$ cat config.mk
export PLATFORM = sky130hd
export DESIGN_NAME = pool_ifm_loader_flat
export DESIGN_NICKNAME = d
export VERILOG_FILES = /design/src/rtl/pool_pkg.sv /design/src/rtl/pool_ifm_loader_if.sv /design/src/rtl/pool_row_buf.sv /design/src/rtl/pool_ifm_loader.sv /design/src/flat_wrapper.sv
export SDC_FILE = /design/constraint.sdc
export NUM_CORES = 1
export LEC_CHECK = 0
export ABC_AREA = 1
export BUFFER_PORTS_ARGS = -buffer_cell sky130_fd_sc_hd__buf_2
export CAP_MARGIN = 10
export CORE_AREA = 10 10 123 125
export CTS_BUF_LIST = sky130_fd_sc_hd__clkbuf_4 sky130_fd_sc_hd__clkbuf_8
export DETAILED_ROUTE_END_ITERATION = 8
export DIE_AREA = 0 0 133 135
export PLACE_DENSITY = 0.86
export SKIP_LAST_GASP = 1
export SLEW_MARGIN = 20
export SYNTH_ARGS = -nofsm -noshare
export SYNTH_HDL_FRONTEND = slang
export SYNTH_SLANG_ARGS = --single-unit
$ cat constraint.sdc
create_clock -name clk1 -period 3.78 [get_ports clk1]
set_input_delay 0.189 -clock clk1 [delete_from_list [all_inputs] [get_ports clk1]]
set_output_delay 0.189 -clock clk1 [all_outputs]
set_load 0.005 [all_outputs]
$ cat src/rtl/pool_pkg.sv
// Shared pooling definitions: controller state encoding and default geometry.
// Imported by the IFM loader and the pooling controller.
package pool_pkg;

    localparam int unsigned POOL_IFM_SIZE = 9;
    localparam int unsigned POOL_CI       = 3;
    localparam int unsigned POOL_DATA_W   = 16;

    localparam logic [1:0] StIdle  = 2'b00;
    localparam logic [1:0] StFetch = 2'b01;
    localparam logic [1:0] StFull  = 2'b10;
    localparam logic [1:0] StDone  = 2'b11;

    // Bits needed to hold every value 0..max_val.
    function automatic int unsigned cnt_width(input int unsigned max_val);
        return (max_val < 2) ? 1 : $clog2(max_val + 1);
    endfunction

endpackage

$ cat src/rtl/pool_ifm_loader_if.sv
// Memory-read and consumer-pop signals of the IFM loader.
// master = loader side, slave = memory/consumer side.
interface pool_ifm_loader_if
    import pool_pkg::*;
#(
    parameter int unsigned DATA_W = POOL_DATA_W,
    parameter int unsigned ADDR_W = 16
);
    logic              start;
    logic              mem_req;
    logic [ADDR_W-1:0] mem_addr;
    logic [DATA_W-1:0] mem_rdata;
    logic              ifm_read;
    logic              full;
    logic [DATA_W-1:0] ifm_data;
    logic              ifm_valid;
    logic              busy;
    logic              done;

    modport master (
        input  start, mem_rdata, ifm_read,
        output mem_req, mem_addr, full, ifm_data, ifm_valid, busy, done
    );

    modport slave (
        output start, mem_rdata, ifm_read,
        input  mem_req, mem_addr, full, ifm_data, ifm_valid, busy, done
    );
endinterface

$ cat src/rtl/pool_row_buf.sv
// One-row pixel buffer: synchronous write port, registered read port.
// Storage is not reset; only the read register is.
module pool_row_buf #(
    parameter int unsigned DEPTH  = 9,
    parameter int unsigned DATA_W = 16,
    parameter int unsigned IDX_W  = 4
) (
    input  logic              clk_i,
    input  logic              rst_i,
    input  logic              we_i,
    input  logic [IDX_W-1:0]  waddr_i,
    input  logic [DATA_W-1:0] wdata_i,
    input  logic              re_i,
    input  logic [IDX_W-1:0]  raddr_i,
    output logic [DATA_W-1:0] rdata_o
);
    logic [DATA_W-1:0] mem_q [DEPTH];
    logic [DATA_W-1:0] rdata_q;

    always_ff @(posedge clk_i) begin
        if (we_i) begin
            mem_q[waddr_i] <= wdata_i;
        end
    end

    // Holds the last popped pixel while no read is issued.
    always_ff @(posedge clk_i) begin
        if (rst_i) begin
            rdata_q <= '0;
        end else if (re_i) begin
            rdata_q <= mem_q[raddr_i];
        end
    end

    assign rdata_o = rdata_q;
endmodule

$ cat src/rtl/pool_ifm_loader.sv
// Streams an IFM (CI channels of IFM_SIZE rows) from memory one row at a time
// through a row buffer that the consumer drains with ifm_read pops.
module pool_ifm_loader
    import pool_pkg::*;
#(
    parameter int unsigned       IFM_SIZE  = POOL_IFM_SIZE,
    parameter int unsigned       CI        = POOL_CI,
    parameter int unsigned       DATA_W    = POOL_DATA_W,
    parameter int unsigned       ADDR_W    = 16,
    parameter logic [ADDR_W-1:0] BASE_ADDR = '0
) (
    input logic               clk1,
    input logic               rst,
    pool_ifm_loader_if.master bus
);
    localparam int unsigned      IdxW    = cnt_width(IFM_SIZE);
    localparam int unsigned      ChW     = cnt_width(CI);
    localparam logic [IdxW-1:0]  RowLen  = IdxW'(IFM_SIZE);
    localparam logic [IdxW-1:0]  RowLast = IdxW'(IFM_SIZE - 1);
    localparam logic [ChW-1:0]   ChLast  = ChW'(CI - 1);

    logic [1:0]        state_q, state_d;
    logic [IdxW-1:0]   req_cnt_q, req_cnt_d;
    logic [IdxW-1:0]   wr_idx_q, wr_idx_d;
    logic [IdxW-1:0]   rd_ptr_q, rd_ptr_d;
    logic [IdxW-1:0]   line_q, line_d;
    logic [ChW-1:0]    chan_q, chan_d;
    logic [ADDR_W-1:0] addr_q, addr_d;
    logic              rsp_vld_q, full_q, valid_q;
    logic              req, pop, last_wr, last_pop;
    logic [DATA_W-1:0] buf_rdata;

    assign req      = (state_q == StFetch) && (req_cnt_q < RowLen);
    assign pop      = (state_q == StFull) && bus.ifm_read;
    assign last_wr  = rsp_vld_q && (wr_idx_q == RowLast);
    assign last_pop = pop && (rd_ptr_q == RowLast);

    always_comb begin
        state_d   = state_q;
        req_cnt_d = req_cnt_q;
        wr_idx_d  = wr_idx_q;
        rd_ptr_d  = rd_ptr_q;
        line_d    = line_q;
        chan_d    = chan_q;
        addr_d    = addr_q;
        case (state_q)
            StIdle: begin
                line_d = '0;
                chan_d = '0;
                addr_d = BASE_ADDR;
                if (bus.start) state_d = StFetch;
            end
            StFetch: begin
                if (req) begin
                    req_cnt_d = req_cnt_q + 1'b1;
                    addr_d    = addr_q + 1'b1;
                end
                if (rsp_vld_q) wr_idx_d = wr_idx_q + 1'b1;
                if (last_wr) state_d = StFull;
            end
            StFull: begin
                if (pop) rd_ptr_d = rd_ptr_q + 1'b1;
                if (last_pop) begin
                    if (line_q < RowLast) begin
                        line_d  = line_q + 1'b1;
                        state_d = StFetch;
                    end else if (chan_q < ChLast) begin
                        line_d  = '0;
                        chan_d  = chan_q + 1'b1;
                        state_d = StFetch;
                    end else begin
                        state_d = StDone;
                    end
                end
            end
            StDone:  state_d = StIdle;
            default: state_d = StIdle;
        endcase
        // Every entry into FETCH starts a fresh row transfer.
        if (state_d == StFetch && state_q != StFetch) begin
            req_cnt_d = '0;
            wr_idx_d  = '0;
            rd_ptr_d  = '0;
        end
    end

    always_ff @(posedge clk1) begin
        if (rst) begin
            state_q   <= StIdle;
            req_cnt_q <= '0;
            wr_idx_q  <= '0;
            rd_ptr_q  <= '0;
            line_q    <= '0;
            chan_q    <= '0;
            addr_q    <= BASE_ADDR;
            rsp_vld_q <= 1'b0;
            full_q    <= 1'b0;
            valid_q   <= 1'b0;
        end else begin
            state_q   <= state_d;
            req_cnt_q <= req_cnt_d;
            wr_idx_q  <= wr_idx_d;
            rd_ptr_q  <= rd_ptr_d;
            line_q    <= line_d;
            chan_q    <= chan_d;
            addr_q    <= addr_d;
            rsp_vld_q <= req;
            full_q    <= (state_d == StFull);
            valid_q   <= pop;
        end
    end

    pool_row_buf #(
        .DEPTH  (IFM_SIZE),
        .DATA_W (DATA_W),
        .IDX_W  (IdxW)
    ) u_row_buf (
        .clk_i   (clk1),
        .rst_i   (rst),
        .we_i    (rsp_vld_q),
        .waddr_i (wr_idx_q),
        .wdata_i (bus.mem_rdata),
        .re_i    (pop),
        .raddr_i (rd_ptr_q),
        .rdata_o (buf_rdata)
    );

    assign bus.mem_req   = req;
    assign bus.mem_addr  = addr_q;
    assign bus.full      = full_q;
    assign bus.ifm_data  = buf_rdata;
    assign bus.ifm_valid = valid_q;
    assign bus.busy      = (state_q != StIdle);
    assign bus.done      = (state_q == StDone);
endmodule

$ cat src/flat_wrapper.sv
// flat-port wrapper written by rule: the top's interface ports become plain ports
module pool_ifm_loader_flat import pool_pkg::*;
#(
    parameter int unsigned       IFM_SIZE  = POOL_IFM_SIZE,
    parameter int unsigned       CI        = POOL_CI,
    parameter int unsigned       DATA_W    = POOL_DATA_W,
    parameter int unsigned       ADDR_W    = 16,
    parameter logic [ADDR_W-1:0] BASE_ADDR = '0
)
  (clk1, rst, bus_start, bus_mem_rdata, bus_ifm_read, bus_mem_req, bus_mem_addr, bus_full, bus_ifm_data, bus_ifm_valid, bus_busy, bus_done);
  pool_ifm_loader_if #(.DATA_W(DATA_W), .ADDR_W(ADDR_W)) bus_i ();
  input logic clk1;
  input logic rst;
  input wire logic [$bits(bus_i.start)-1:0] bus_start;
  input wire logic [$bits(bus_i.mem_rdata)-1:0] bus_mem_rdata;
  input wire logic [$bits(bus_i.ifm_read)-1:0] bus_ifm_read;
  output wire logic [$bits(bus_i.mem_req)-1:0] bus_mem_req;
  output wire logic [$bits(bus_i.mem_addr)-1:0] bus_mem_addr;
  output wire logic [$bits(bus_i.full)-1:0] bus_full;
  output wire logic [$bits(bus_i.ifm_data)-1:0] bus_ifm_data;
  output wire logic [$bits(bus_i.ifm_valid)-1:0] bus_ifm_valid;
  output wire logic [$bits(bus_i.busy)-1:0] bus_busy;
  output wire logic [$bits(bus_i.done)-1:0] bus_done;
  assign bus_i.start = bus_start;
  assign bus_i.mem_rdata = bus_mem_rdata;
  assign bus_i.ifm_read = bus_ifm_read;
  assign bus_mem_req = bus_i.mem_req;
  assign bus_mem_addr = bus_i.mem_addr;
  assign bus_full = bus_i.full;
  assign bus_ifm_data = bus_i.ifm_data;
  assign bus_ifm_valid = bus_i.ifm_valid;
  assign bus_busy = bus_i.busy;
  assign bus_done = bus_i.done;
  pool_ifm_loader #(.IFM_SIZE(IFM_SIZE), .CI(CI), .DATA_W(DATA_W), .ADDR_W(ADDR_W), .BASE_ADDR(BASE_ADDR)) u_core (.clk1(clk1), .rst(rst), .bus(bus_i));
endmodule
---- Word-level counts from Yosys, hierarchy flattened ----
Memories as Yosys holds them, arrays and structs flattened. A register that Yosys moved wholly into a read port is not among the register bits.
Cells that the tools add are included.
operators by class
  divide/modulo/power cells ............... 0
  reduce and logical (&&, ||, !) cells .... 16
  $add $sub $neg .......................... 6
  magnitude comparators ................... 3
  bitwise logic cells ..................... 0
  mux-type cells .......................... 18
  equality and inequality tests ........... 13
  $mul .................................... 0
  shift operators ......................... 0
operators by type and width
  cell                   number
  $pmux 16 s2            1
  $add 16x1->16 const B  1
  $add 4x1->4 const B    4
  $mux 16                1
  $mux 2                 8
  $mux 4                 3
  $eq 4x4->1 const B     2
  $lt 4x4->1 const B     2
  $pmux 2 s4             1
  $pmux 4 s2             1
  $reduce_and 2->1       4
  $eq 2x2->1 const B     3
  $ne 2x2->1 const B     3
  $reduce_bool 2->1      3
  $logic_and 1x1->1      5
  $eq 2x1->1 const B     2
  $ne 2x1->1 const B     2
  $pmux 2 s2             1
  $reduce_and 4->1       1
  $ne 3x3->1 const B     1
  $reduce_and 3->1       1
  $add 2x1->2 const B    1
  $logic_not 2->1        1
  $lt 2x2->1 const B     1
  2 further kinds        3
storage, ports and cells
  bits of input ports ..................... 20
  word-level logic and storage cells ...... 67
  RAM bits ................................ 144
  latch bits .............................. 0
  register bits ........................... 39
  ROM bits ................................ 0
  memories ................................ 1
memory list
  memory                  words  width  read ports  clocked after Yosys merged registers in  wr ports  line                source
  u_core.u_row_buf.mem_q  9      16     1           1                                        1         pool_row_buf.sv:17  logic [DATA_W-1:0] mem_q [DEPTH];

---- Depth between registers and ports, before layout ----
Gate-level depths: netlist of the first run.
  word-level depth ........................ 8
  mapped depth ............................ 12

---- By module ----
Synthesis of the first run repeated with hierarchy kept, for this count alone.
unflattened totals
  cells, all modules ...................... 808
  area total of the unflattened synthesis .. 8289.2 um^2
modules (own cells, without submodules)
  module           seq. area each (um^2)  times used  cells an instance  area an instance (um^2)
  pool_row_buf     4644.5                 1           528                6294.8
  pool_ifm_loader  780.7                  1           280                1994.4

---- Worst setup path after synthesis of the first run ----
Ideal clock, no wire load.
  path type ............................... reg-to-reg
  start ................................... register u_core.wr_idx_q[0]
  end ..................................... memory u_core.u_row_buf.mem_q[2][0] (enable)
  cell stages (with the launch flop) ...... 5
  slack ................................... 1.611 ns
  clock period less this slack ............ 2.169 ns
  data arrival time ....................... 1.760 ns
  setup time .............................. 0.409 ns
  path through ............................ dfxtp_1 inv_1 ha_1 inv_1 nor3_1
RTL lines
  what                    line                    source
  from (decl)             pool_ifm_loader.sv:24   logic [IdxW-1:0] wr_idx_q, wr_idx_d;
  from (signal assigned)  pool_ifm_loader.sv:102  wr_idx_q <= wr_idx_d;
  to (decl)               pool_row_buf.sv:17
Straight into the memory's write port.

---- Final worst setup path of the first run ----
  start ................................... register u_core.rd_ptr_q[2]
  end ..................................... register u_core.chan_q[0]
between the ends
  cells in the longest elaborated chain, start to end .. 4
ends and longest elaborated chain
  what                        line                    source
  from (decl)                 pool_ifm_loader.sv:25   logic [IdxW-1:0] rd_ptr_q, rd_ptr_d;
  from (signal assigned)      pool_ifm_loader.sv:103  rd_ptr_q <= rd_ptr_d;
  $eq 4x4->1                  pool_ifm_loader.sv:36   assign last_pop = pop && (rd_ptr_q == RowLast);
  $logic_and 1x1->1           pool_ifm_loader.sv:36
  $ne 2x1->1 (no line)        --
  $reduce_and 4->1 (no line)  --
  to (signal assigned)        pool_ifm_loader.sv:105  chan_q <= chan_d;
  to (decl)                   pool_ifm_loader.sv:27   logic [ChW-1:0] chan_q, chan_d;
No other way between the ends.
A chain may end at the register's enable or synchronous reset.

==> metrics.txt, run 1 <==
CP Data Arrival Time=2.65 ns; part of the cycle the worst path needs=60.5%; detailed placement HPWL=~12000 microns; Worst Skew=0.00971 ns; total power=3.84 mW; top cell type's share of synthesized area=52.2%; Num CTS Buffers=17; first-pass GRT wire length=30600 microns; top post-synthesis cells by area=edfxtp_1, dfxtp_1, nand2_1; number of global-route vias before repair=6178; Crit path largest cell delay=0.66 ns; largest net degree at the start of global routing=67; Ports=57; critical path capture point type=flop; Final min period=2.29 ns; CP most frequent cell=nand2_1; Worst Tran Pin Value=0.916 ns; insertion delay to the later sink of the worst-skew pair=0.47 ns; die footprint=~18000 sq um; Pre-antenna DRT Iters=6; initial DRC count=692; Hold Crit Class=in2reg; Port Buffer Count=56; P per Cell Area=417 nW/um^2; synth warn=0; Core Region=12600 sq um; reg2reg setup slack=1.49 ns; P&R area growth vs syn=11.2%; Root Driver=clkbuf_8; Worst Path Max Fanout=21; die height=135 microns; Leakage=3.44 nW; clk sinks=approximately 200; Yosys cell types=34; initial antenna violation count=0; Setup Viol. Count Final=0; WL/cell=18.0 microns; row cnt=41; synthesis-stage register bit count=199; crit start category=flop; Congestion Overflow GR=0; Fin. Hold Viols=0; CTS Hold Bufs=6; clock buffer depth=2; nets=897; Fin Setup TNS=0 ns; CTS tree=yes; number of diodes=0; post-synthesis sequential area ratio=around two thirds; Starting Density=between 60 and 70%; Synth Instances=approximately 800; Post-DRT Antenna Nets=0; synthesized area per cell=10.2 sq um; Post-CTS Setup Bufs=0; unrepaired setup endpoints after global routing=no; share of layout cells above drive strength 1=15.3%; CP required=slightly above 4 ns; detailed-route via count=approximately 6.2k; Finished Layout Cells=1052; max_cap viols=0; critical path class=reg2reg; RD Place Congestion=0.844; Avg Vias per Cell=slightly below 6; Worst IR Drop VDD=396 uV; Mapped Area=8290 sq um; most frequent cells in the layout=nand2_1, edfxtp_1, nand3_1; H-tree depth=4; crit-path cells=buf_4, clkinv_1, nand3_1, nor2_2, nand2_1, nand2_1, o21ai_0, a21oi_1; status=finished, final reports clean; FMAX=437 MHz; total track usage=21.3%; DRC=0; dominant cell type by area after synthesis=edfxtp_1; Final Slew Violations=0; clock slew at reported path FFs=~0.10 ns; post_cts resized=0; Mapped Nets=between 800 and 900; drt total wl=19000 microns; most common cell after layout, fill and taps aside=nand2_1; Die X-Extent=133 microns; final core utilization=between 70% and 80%; placed insts=1014; worst relative slew slack=38.7%; critical path's slowest cell=clkinv_1
[critical path, delay by kind of cell (launching register included)]
family	cells	cell delay, ns
flops	1	0.33
buf+inv	2	0.96
compound gates	2	0.25
simple gates	4	0.63
[cells in the mapped netlist, drive strengths merged]
library cell / number
nand2: 212
ha: 10
nor2: 83
a21boi: 6
inv: 39
edfxtp: 144
nor3: 12
nand4: 11
or2: 3
a21oi: 41
buf: 21
clkinv: 1
a32o: 1
nand3: 128
o21ai: 18
dfxtp: 55
o211ai: 2
xor2: 6
clkbuf: 15
o21bai: 1
[where the power goes]
part / internal, mW / switching (mW)
clock: 0.640 / 0.732
sequential: 2.35 / 0.00893
combinational: 0.0330 / 0.0831
total: 3.02 / 0.824
[sequential cells by signal, indices dropped and copies added (netlist names)]
register                  flops
u_core.req_cnt_q              4
u_core.line_q                 4
u_core.u_row_buf.mem_q      144
u_core.u_row_buf.rdata_o     16
u_core.bus.mem_addr          16
u_core.bus.full               1
u_core.rsp_vld_q              1
u_core.wr_idx_q               4
u_core.bus.ifm_valid          1
u_core.state_q                2
u_core.chan_q                 2
u_core.rd_ptr_q               4
[per-stage QoR]
step	hold WS, ns	cell area, sq um	worst slack (ns)
3_3_place_gp	0.456	8740	1.61
5_1_grt	0.00536	9220	1.36
6_report	0.0145	9220	1.49
3_5_place_dp	0.459	8750	1.58
4_1_cts	0.00117	9220	1.55
2_1_floorplan	0.288	8290	1.61
[cells by family (layout without fill, tap and decap cells)]
logic type / Yosys count / count (layout) / share of synthesized area [%]
simple gates: 449 / 449 / 23.8
buf+inv: 76 / 147 / 3.91
xor+xnor: 6 / 6 / 0.634
compound gates: 69 / 69 / 4.72
flops: 199 / 199 / 65.4
fa+ha+maj: 10 / 10 / 1.51
[per-layer routing]
layer / vias to the layer above / wire (microns) / global-route usage [%]
met3: 39 / 1450 / 4.23
met4: 0 / 422 / 9.78
met2: 316 / 9850 / 37.2
li1: 2879 / - / -
met5: - / 0 / 0
met1: 2976 / 7250 / 24.6
[area by class of cell]
| type | count | area [sq um] |
|---|---|---|
| Multi-Input combinational cell | 534 | 2580 |
| Clock buffer | 20 | 269 |
| Inverter | 40 | 150 |
| Fill cell | 832 | 3350 |
| Clock inverter | 12 | 141 |
| Tap cell | 172 | 215 |
| Sequential cell | 199 | 5430 |
| Timing Repair Buffer | 75 | 438 |
[path summary, 6_finish.rpt]
check / start / end / cells after the start
hold reg to reg: u_core.u_row_buf.rdata_o[1] / u_core.u_row_buf.rdata_o[1] / 2
hold / removal: bus_mem_rdata[2] / u_core.u_row_buf.mem_q[8][2] / 1
setup reg to reg: u_core.rd_ptr_q[2] / u_core.chan_q[0] / 8
setup / recovery: u_core.rd_ptr_q[2] / u_core.chan_q[0] / 8
(Power assumes the default switching activity.)
==> run 2, diff against run 1 <==
--- a/config.mk
+++ b/config.mk
@@ -8,11 +8,11 @@
 export ABC_AREA = 1
 export BUFFER_PORTS_ARGS = -buffer_cell sky130_fd_sc_hd__buf_2
 export CAP_MARGIN = 10
-export CORE_AREA = 10 10 123 125
+export CORE_AREA = 10 10 133 135
 export CTS_BUF_LIST = sky130_fd_sc_hd__clkbuf_4 sky130_fd_sc_hd__clkbuf_8
 export DETAILED_ROUTE_END_ITERATION = 8
-export DIE_AREA = 0 0 133 135
-export PLACE_DENSITY = 0.86
+export DIE_AREA = 0 0 143 145
+export PLACE_DENSITY = 0.78
 export SKIP_LAST_GASP = 1
 export SLEW_MARGIN = 20
 export SYNTH_ARGS = -nofsm -noshare
==> constraint.sdc (replaced) <==
create_clock -name clk1 -period 1.86 [get_ports clk1]
set_input_delay 0.093 -clock clk1 [delete_from_list [all_inputs] [get_ports clk1]]
set_output_delay 0.093 -clock clk1 [all_outputs]
set_load 0.005 [all_outputs]
==> metrics.txt, run 2 (synthesized netlist as in run 1, its figures left out) <==
status=finished, final reports clean; Setup Viol. Count Final=0 (unchanged); WL/cell=16.7 microns (-7.4%); Pre-antenna DRT Iters=6 (unchanged); P&R area growth vs syn=14.4%; CTS tree=yes; Ports=57 (unchanged); final worst slack=0.201 ns (-1.29 ns); Critical Path Start=u_core.wr_idx_q[0]; Leakage=3.58 nW (+4.1%); unrepaired setup endpoints after global routing=no; die footprint=20700 sq um (+15%); Reg power frac=59.7% (-1.6 points); H-tree depth=4 (unchanged); drt total wl=18200 microns (-4.0%); largest net degree at the start of global routing=65 (-3.0%); Worst IR Drop VDD=564 uV (+43%); Crit path largest cell delay=0.42 ns (-0.24 ns); worst slack, placed=0.102 ns (-1.48 ns); crit start category=flop; Port Buffer Count=56 (unchanged); number of diodes=0 (unchanged); Worst Path Max Fanout=14 (-33%); nets=920 (+2.6%); Top reg by flops=u_core.u_row_buf.mem_q; critical path's slowest cell=dfxtp_1; CP required=2.21 ns (-1.93 ns); most common cell after layout, fill and taps aside=nand2_1; Num CTS Buffers=17 (unchanged); Hold Crit Class=in2reg; part of the cycle the worst path needs=89.2% (+29 points); Root Driver=clkbuf_8; Core Region=15000 sq um (+20%); Worst Tran Pin Value=0.463 ns (-0.454 ns); DRC=0 (unchanged); RD Place Congestion=0.874 (+3.5%); fill count=1178 (+42%); reg2reg start=u_core.wr_idx_q[0]; Fin Setup TNS=0 ns (unchanged); Final Slew Violations=0 (unchanged); worst relative slew slack=69.2% (+30 points); Post-DRT Antenna Nets=0 (unchanged); Avg Vias per Cell=5.55 (-5.9%); sw power=1.74 mW (+110%); hold path start=bus_ifm_read; most frequent cells in the layout=nand2_1, edfxtp_1, nand3_1; Int Power=6.28 mW (+110%); P per Cell Area=845 nW/um^2 (+100%); share of layout cells above drive strength 1=16.3% (+0.94 points); clock slew at reported path FFs=0.10 ns (about the same); first-pass GRT wire length=29400 microns (-4.1%); total track usage=17.9% (-3.4 points); critical path class=reg2reg; clk sinks=199 (unchanged); critical path capture point type=flop; design area=9490 sq um (+2.9%); die height=145 microns (+7.4%); Sw Ratio=21.6% (+0.20 points); insertion delay to the later sink of the worst-skew pair=0.48 ns (about the same); Congestion Overflow GR=0 (unchanged); combinational fraction of design power=3.1% (about the same); FMAX=603 MHz (+38%); Worst Skew=0.0149 ns (+0.00517 ns); detailed placement HPWL=11500 microns (-1.8%); detailed-route via count=6060 (-2.4%); CP Data Arrival Time=2.01 ns (-0.64 ns); clock share of power=37.2% (+1.5 points); placed cell area=8870 sq um (+1.4%); Final min period=1.66 ns (-0.627 ns); Fin. Hold Viols=0 (unchanged); number of global-route vias before repair=5711 (-7.6%); row cnt=45 (+9.8%); sequential standard cell area=5430 sq um (unchanged); clock buffer depth=2 (unchanged); max_cap viols=0 (unchanged); area occupied by multi-input gates=2570 sq um (-0.15%); Die X-Extent=143 microns (+7.5%); Post-CTS Setup Bufs=0 (unchanged); CP most frequent cell=inv_1; initial DRC count=557 (-20%); initial antenna violation count=0 (unchanged); Starting Density=55.1% (-11 points); crit-path cells=inv_1, ha_1, nand4_1, inv_1, nand2_1, nand3_2, nand2_2, a21boi_0; Largest register FFs=144 (unchanged)
[run 2: worst paths after layout]
check	slack (ns)	to	depth (start not counted)
worst max register to register	0.20	u_core.req_cnt_q[3]	8
worst min-delay path	0.05	u_core.chan_q[1]	5
worst max-delay path	0.20	u_core.req_cnt_q[3]	8
worst min register to register	0.47	u_core.u_row_buf.rdata_o[15]	2
[run 2: stage by stage]
stage / hold WS, ns / instances / power, mW / utilization [%]
6_report: 0.0481 / 1091 / 8.02 / 63.1
3_5_place_dp: 0.376 / 1041 / 5.11 / 59.0
3_3_place_gp: 0.371 / 1041 / 5.10 / 59.0
4_1_cts: 0.0243 / 1091 / 8.07 / 63.1
2_1_floorplan: 0.192 / 809 / 5.01 / -
5_1_grt: 0.0483 / 1091 / 8.27 / 63.1
[run 2: worst max-delay path, delay by kind of cell (launching register included)]
kind	cells	cell delay (ns)
simple gates	4	0.57
compound gates	1	0.14
buf+inv	2	0.18
flops	1	0.42
fa+ha+maj	1	0.22
[run 2: power groups by stage]
stage	Sequential [mW]	Combinational [mW]	Clock, mW
global route	4.79	0.281	3.20
finish	4.79	0.252	2.98
detailed placement	4.89	0.220	0
global placement	4.89	0.214	0
floorplan	4.89	0.122	0
CTS	4.79	0.252	3.03
[run 2: layout make-up]
type	count	area share (%)
inverters	40	1.58
repair buffers	98	7.02
multi-input cells	534	27.1
clock buffers	19	2.69
flip-flops and latches	199	57.2
well taps	188	2.48
clock inverters	13	1.91
[run 2: timing repair]
item                       CTS  global route
setup endpoints to repair    0            11
resized for setup            0             1
hold buffers                18             0
hold endpoints to repair   151             0
[run 2: metal layers]
metal  vias to the layer above  GRT usage [%]  wire (microns)  part of all wire (%)
met2                       219           28.3            8680                    48
li1                       2930              -               -                     -
met5                         -              0               0                     0
met3                        25           5.05            1480                   8.1
met4                         0           5.88             243                   1.3
met1                      2886           23.0            7810                    43
